**config.mk**
```make
export PLATFORM = sky130hd
export DESIGN_NAME = curl_trit_lz_count
export DESIGN_NICKNAME = d
export VERILOG_FILES = /design/src/rtl/curl_pkg.sv /design/src/rtl/curl_trit_lz_count.sv
export SDC_FILE = /design/constraint.sdc
export NUM_CORES = 1
export LEC_CHECK = 0
export CAP_MARGIN = 20
export CORE_MARGIN = 4
export CORE_UTILIZATION = 38
export DETAILED_ROUTE_END_ITERATION = 8
export GPL_ROUTABILITY_DRIVEN = 0
export GPL_TIMING_DRIVEN = 0
export REMOVE_ABC_BUFFERS = 1
export SYNTH_ARGS = -nofsm -noshare
export SYNTH_HDL_FRONTEND = slang
export SYNTH_SLANG_ARGS = --single-unit
```
**constraint.sdc**
```tcl
create_clock -name vclk -period 29
set_input_delay 2.9 -clock vclk [all_inputs]
set_output_delay 2.9 -clock vclk [all_outputs]
set_load 0.01 [all_outputs]
```
**src/rtl/curl_pkg.sv**
```systemverilog
// Shared constants and FSM encoding for the curl MWM checker.
// Optional feature macro: CURL_MWM_INVALID_TRIT_EN (adds invalid-trit error reporting).
package curl_pkg;

  localparam int TRITS_PER_WORD = 27;
  localparam int HASH_WORDS     = 9;
  localparam int HASH_TRITS     = 243;
  localparam int CNT_W          = 8;
  localparam int LZ_W           = $clog2(TRITS_PER_WORD + 1);

  localparam logic [1:0] TRIT_ZERO = 2'b00;
  localparam logic [1:0] TRIT_POS  = 2'b01;
  localparam logic [1:0] TRIT_NEG  = 2'b11;
  localparam logic [1:0] TRIT_INV  = 2'b10;

  typedef enum logic [1:0] {
    IDLE,
    ADDR,
    EVAL
  } state_t;

endpackage

```
**src/rtl/curl_trit_lz_count.sv**
```systemverilog
// Counts consecutive zero trits of one curl word from the top trit downward.
// With CURL_MWM_INVALID_TRIT_EN, also flags an invalid terminating trit.
module curl_trit_lz_count
  import curl_pkg::*;
(
  input  logic [2*TRITS_PER_WORD-1:0] word,
  output logic [LZ_W-1:0]             lz
`ifdef CURL_MWM_INVALID_TRIT_EN
  ,
  output logic                        inv_seen
`endif
);

  logic [TRITS_PER_WORD-1:0] is_zero;
  logic                      scan_run;

  generate
    for (genvar gi = 0; gi < TRITS_PER_WORD; gi++) begin : g_trit
      assign is_zero[gi] = (word[2*gi +: 2] == TRIT_ZERO);
    end
  endgenerate

  // Only the run of zeros and the trit that ends it are examined.
  always_comb begin
    lz       = '0;
    scan_run = 1'b1;
`ifdef CURL_MWM_INVALID_TRIT_EN
    inv_seen = 1'b0;
`endif
    for (int k = TRITS_PER_WORD - 1; k >= 0; k--) begin
      if (scan_run) begin
        if (is_zero[k]) begin
          lz = lz + LZ_W'(1);
        end else begin
          scan_run = 1'b0;
`ifdef CURL_MWM_INVALID_TRIT_EN
          inv_seen = (word[2*k +: 2] == TRIT_INV);
`endif
        end
      end
    end
  end

endmodule

```
=== Word level (Yosys, flattened, before mapping) ===
Index checks and enable logic that the tools add are counted.

* Add/sub/neg operators: 26
* Multiplexer cells: 104
* Reductions and logical operators: 27

{| class="wikitable"
|+ Operators with widths
! cell !! number
|-
| 5-bit two-way mux || 52
|-
| 5-bit by 1-bit adder with 5-bit output (second input constant) || 26
|-
| 2-bit logical NOT || 27
|-
| 1-bit two-way mux || 52
|}

* Register bits after elaboration: 0
* Output and inout bits: 5
* Word-level logic and storage cells: 157

=== Logic depth before layout (Yosys ltp) ===
Gate-level depths: netlist of run 1.

* Depth in word-level cells: 80
* Gate-level depth with buffers: 59

=== Least setup slack after synthesis of run 1 ===
No wires, ideal clock.

* Path kind: input -> output
* Start point: in word[53]
* End point: out lz[4]
* Arrival: 12.843 ns
* Required time: 26.100 ns
* Setup slack: 13.257 ns
* Cell stages on the path: 52
* Cells stage by stage: or4_4 > buf_6 > inv_2 > ha_1 > nor2_1 > nor2_1 > ha_1 > o311ai_0 > nand2_1 > inv_1 > ha_1 > nor4_1 > a211oi_1 > o21ai_0 > a21o_1 > ha_1 > nand2_1 > a21boi_0 > [16 not listed] > ha_1 > mux2_2 > ha_1 > a2111oi_0 > a21o_1 > a21oi_1 > ha_1 > nand2_1 > a21o_1 > ha_1 > o21ai_0 > a21oi_1 > ha_1 > nand2_1 > maj3_1 > nor2_2 > xnor3_1 > xnor2_1

* Cells in the longest elaborated chain, start to end: 80
* Elaborated cells on any way between the ends: 106
* Those cells by class: add/sub (26); mux (79); reduce/logical (1)

{| class="wikitable"
|+ RTL lines
! element !! RTL line !! source
|-
| from (decl) || curl_trit_lz_count.sv:6 || <nowiki>input logic [2*TRITS_PER_WORD-1:0] word,</nowiki>
|-
| 2-bit logical NOT * || curl_trit_lz_count.sv:19 || <nowiki>assign is_zero[gi] = (word[2*gi +: 2] == TRIT_ZERO);</nowiki>
|-
| 1-bit two-way mux || curl_trit_lz_count.sv:32 || <nowiki>if (is_zero[k]) begin</nowiki>
|-
| 5-bit by 1-bit adder with 5-bit output || curl_trit_lz_count.sv:33 || <nowiki>lz = lz + LZ_W'(1);</nowiki>
|-
| 5-bit two-way mux || curl_trit_lz_count.sv:32 ||
|-
| 5-bit two-way mux || curl_trit_lz_count.sv:31 || <nowiki>if (scan_run) begin</nowiki>
|-
| 5-bit by 1-bit adder with 5-bit output || curl_trit_lz_count.sv:33 ||
|-
| 5-bit two-way mux || curl_trit_lz_count.sv:32 ||
|-
| 5-bit two-way mux || curl_trit_lz_count.sv:31 ||
|-
| [64 not listed] || -- ||
|-
| 5-bit two-way mux || curl_trit_lz_count.sv:32 ||
|-
| 5-bit two-way mux || curl_trit_lz_count.sv:31 ||
|-
| 5-bit by 1-bit adder with 5-bit output || curl_trit_lz_count.sv:33 ||
|-
| 5-bit two-way mux || curl_trit_lz_count.sv:32 ||
|-
| 5-bit two-way mux || curl_trit_lz_count.sv:31 ||
|-
| 5-bit by 1-bit adder with 5-bit output || curl_trit_lz_count.sv:33 ||
|-
| 5-bit two-way mux || curl_trit_lz_count.sv:32 ||
|-
| 5-bit two-way mux * || curl_trit_lz_count.sv:31 ||
|-
| to (decl) || curl_trit_lz_count.sv:7 || <nowiki>output logic [LZ_W-1:0] lz</nowiki>
|}

Mark *: on every way between the ends. The rest lies on a longest branch, timed or not.

=== Worst setup path in the final report of run 1 ===
* Start point: in word[49]
* End point: out lz[4]

* Cells in the longest elaborated chain, start to end: 75
* Elaborated cells on any way between the ends: 100
* Those cells by class: add/sub (24); mux (75); reduce/logical (1)

{| class="wikitable"
|+ RTL lines
! element !! RTL line
|-
| 2-bit logical NOT * || curl_trit_lz_count.sv:19
|-
| 5-bit two-way mux || curl_trit_lz_count.sv:32
|-
| 5-bit two-way mux || curl_trit_lz_count.sv:31
|-
| 5-bit by 1-bit adder with 5-bit output || curl_trit_lz_count.sv:33
|-
| 5-bit two-way mux || curl_trit_lz_count.sv:32
|-
| 5-bit two-way mux || curl_trit_lz_count.sv:31
|-
| 5-bit by 1-bit adder with 5-bit output || curl_trit_lz_count.sv:33
|-
| 5-bit two-way mux || curl_trit_lz_count.sv:32
|-
| [59 not listed] || --
|-
| 5-bit two-way mux || curl_trit_lz_count.sv:32
|-
| 5-bit two-way mux || curl_trit_lz_count.sv:31
|-
| 5-bit by 1-bit adder with 5-bit output || curl_trit_lz_count.sv:33
|-
| 5-bit two-way mux || curl_trit_lz_count.sv:32
|-
| 5-bit two-way mux || curl_trit_lz_count.sv:31
|-
| 5-bit by 1-bit adder with 5-bit output || curl_trit_lz_count.sv:33
|-
| 5-bit two-way mux || curl_trit_lz_count.sv:32
|-
| 5-bit two-way mux * || curl_trit_lz_count.sv:31
|}

Marked as above.

==> flow_summary_export.csv, run 1 <==
group,metric,value,unit
floorplan,fp.dieW,100,µm
sta,hold_violations,0,
critical_path,cpMostUsedCell,"ha_1",
sta,setup-violations-final,0,
cells_and_area,syn_to_final_growth,20.7,%
routing,drt-pass1-iter-count,5,
floorplan,start_util,39.1,%
global_route,grt_overflow,0,
cells_and_area,diodes,0,
logic_synthesis,syn_inst,455,
hold_path,holdPathEnd,"lz[2]",
sta,fmax,54.1,MHz
flow_run,drv_cap,0,
placement,placed_cell_area,3880,µm²
global_route,antenna_found_initial,0,
power,power_density,6.30,nW/µm²
critical_path,cp_max_fo,6,
cells_and_area,finalNetCount,584,
routing,drt_iter0_markers,142,
outcome,status,"finished clean",
routing,wl_per_cell,14.2,µm
critical_path,path_class,"in -> out",
sta,finalSetupTns,0,ns
floorplan,fp.coreArea,8220,µm²
routing,ant_nets,0,
critical_path,required,26.10,ns
clock_tree,hold_buffers,0,
sta,post-route-min-period,18.50,ns
critical_path,cp-end-kind,"primary output",
global_route,grt_pass1_wl,14700,µm
floorplan,dieHeight,100,µm
logic_synthesis,avgSynthCellArea,7.06,µm²
logic_synthesis,ys_types,72,
hold_path,hold_path_startpoint,"word[3]",
critical_path,crit_buf_inv,4,
power,total_leakage_power,1.49,nW
cells_and_area,drive_gt1_share,7.74,%
hold_path,whs_path_depth,5,
routing,vias,3424,
hold_path,hold_path_class,"in -> out",
logic_synthesis,ys_seq_area_share,0,%
sta,whs,6.98,ns
placement,portBuffers,59,
cells_and_area,n_sequential_cell,0,
sta,worst_slew_pin_slew,0.932,ns
logic_synthesis,netlist_area,3210,µm²
cells_and_area,multiInputGateArea,3100,µm²
critical_path,cp_top_family,"compound AO/OA/AOI/OAI gates",
global_route,grt_max_degree,12,
global_route,grtUsageTotal,17.0,%
cells_and_area,clkbuf_count,0,
critical_path,slowest_delay,0.57,ns
floorplan,ios,59,
sta,rsz0062_at_grt,"no",
sta,period_share,63.8,%
critical_path,arrival,15.60,ns
sta,maxSlewHeadroom,37.3,%
placement,dp_hpwl,7510,µm
clock_tree,cts_resized,0,
floorplan,num_rows,33,
routing,viasPerCell,5.62,
logic_synthesis,yosys_warnings,0,
routing,wl,8680,µm
cells_and_area,seq_area,0,µm²
placement,place_inst,609,
cells_and_area,final_common_cell,"nor2_1",
cells_and_area,fin_area,3880,µm²
routing,route.detailed.drc,0,
cells_and_area,final_cell_mix,"nor2_1 (71), clkdlybuf4s50_1 (59), nand2_1 (53)",
critical_path,slowest_stage,"o31ai_1",
global_route,grt_pass1_vias,3200,
sta,final_max_slew_viol_count,0,
cells_and_area,instances_no_fill,609,
floorplan,die_area,9990,µm²
cells_and_area,layout.filler_cells,840,
critical_path,start_kind,"input pin",
clock_tree,cts_setup_buffers,0,
power,peakVddDrop,0.00407,mV
-- worst max-delay path by stage --
stage	start	cells past startpoint	to
after global placement	word[49]	54	lz[4]
after CTS	word[49]	58	lz[4]
final	word[49]	58	lz[4]
after detailed placement	word[49]	58	lz[4]
after floorplan	word[53]	51	lz[4]
after global routing	word[49]	58	lz[4]
-- area by class of cell --
cell class | count | area share, %
Multi-Input combinational cell | 431 | 80.0
Tap cell | 105 | 3.39
Timing Repair Buffer | 60 | 15.4
Inverter | 13 | 1.26
-- cell families (layout without fill, tap and decap cells) --
family,Yosys count,in the layout,synth area share [%]
muxes,17,17,5.88
AOI/OAI and AO/OA,95,95,20.3
and+or+nand+nor,234,234,38.6
adders and majority gates,33,33,12.2
xor gates and xnor gates,52,52,19.5
buffers and inverters,24,73,3.46
-- synthesized netlist by cell type, types with 4 or more instances --
cell type | number | area share [%]
xor2_1 | 13 | 3.5
inv_1 | 12 | 1.4
nand4_1 | 9 | 1.8
o311ai_0 | 4 | 1.1
nor3_1 | 15 | 2.3
and2_1 | 9 | 1.8
and3_1 | 4 | 0.78
xnor3_1 | 7 | 4.9
or2_2 | 7 | 1.4
nor3b_1 | 7 | 1.6
clkbuf_1 | 6 | 0.70
mux2_2 | 5 | 1.8
o21a_1 | 8 | 1.9
ha_1 | 24 | 9.3
o21ai_0 | 24 | 3.7
o211ai_1 | 7 | 1.6
xnor2_1 | 26 | 7.1
a21oi_1 | 13 | 2.0
mux2i_1 | 11 | 3.4
or4_1 | 4 | 0.93
nor2b_1 | 4 | 0.78
nor2_1 | 71 | 8.3
nand3_1 | 14 | 2.2
nor4_4 | 4 | 2.6
a211oi_1 | 4 | 0.93
nor4_1 | 12 | 2.3
a21o_1 | 7 | 1.6
nand2_1 | 53 | 6.2
maj3_1 | 8 | 2.5
-- tightest hold or removal path: cells and delay by family --
| family | cells | cell delay, ns |
|---|---|---|
| buffers and inverters | 2 | 0.96 |
| xor gates and xnor gates | 1 | 0.06 |
| and+or+nand+nor | 2 | 0.17 |
-- layer usage --
layer	vias to the layer above	GRT usage [%]	share of wire (%)
li1	1787	-	-
met1	1565	24.8	50
met2	70	29.9	46
met3	2	0.278	3.0
met4	0	0.415	0.15
met5	-	0	0
-- power by group --
group          internal, mW  leakage [nW]  switching (mW)
logic                0.0123          1.49          0.0122
registers                 0             0               0
clock network             0             0               0
-- through the flow --
stage	power [mW]	setup slack, ns	utilization (%)
after floorplan	0.0120	13.29	-
after global placement	0.0239	10.65	47.1
after detailed placement	0.0243	10.58	47.2
after CTS	0.0245	10.52	47.2
after global routing	0.0272	9.24	47.2
final	0.0245	10.50	47.2
Note: power is estimated with default switching activity, not from simulation.
==> run 2, diff against run 1 <==
==> constraint.sdc (replaced) <==
create_clock -name vclk -period 17.8
set_input_delay 1.78 -clock vclk [all_inputs]
set_output_delay 1.78 -clock vclk [all_outputs]
set_load 0.01 [all_outputs]
==> results of run 2 <==
Same layout as run 1 (identical final DEF). Status: finished clean.
Among the figures that moved: setup slack after placement 10.58 ns -> 1.62 ns; setup slack after layout 10.50 ns -> 1.54 ns; hold slack 6.98 ns -> 4.74 ns; total power 0.0245 mW -> 0.0398 mW; worst IR drop on VDD 0.00407 mV -> 0.00663 mV
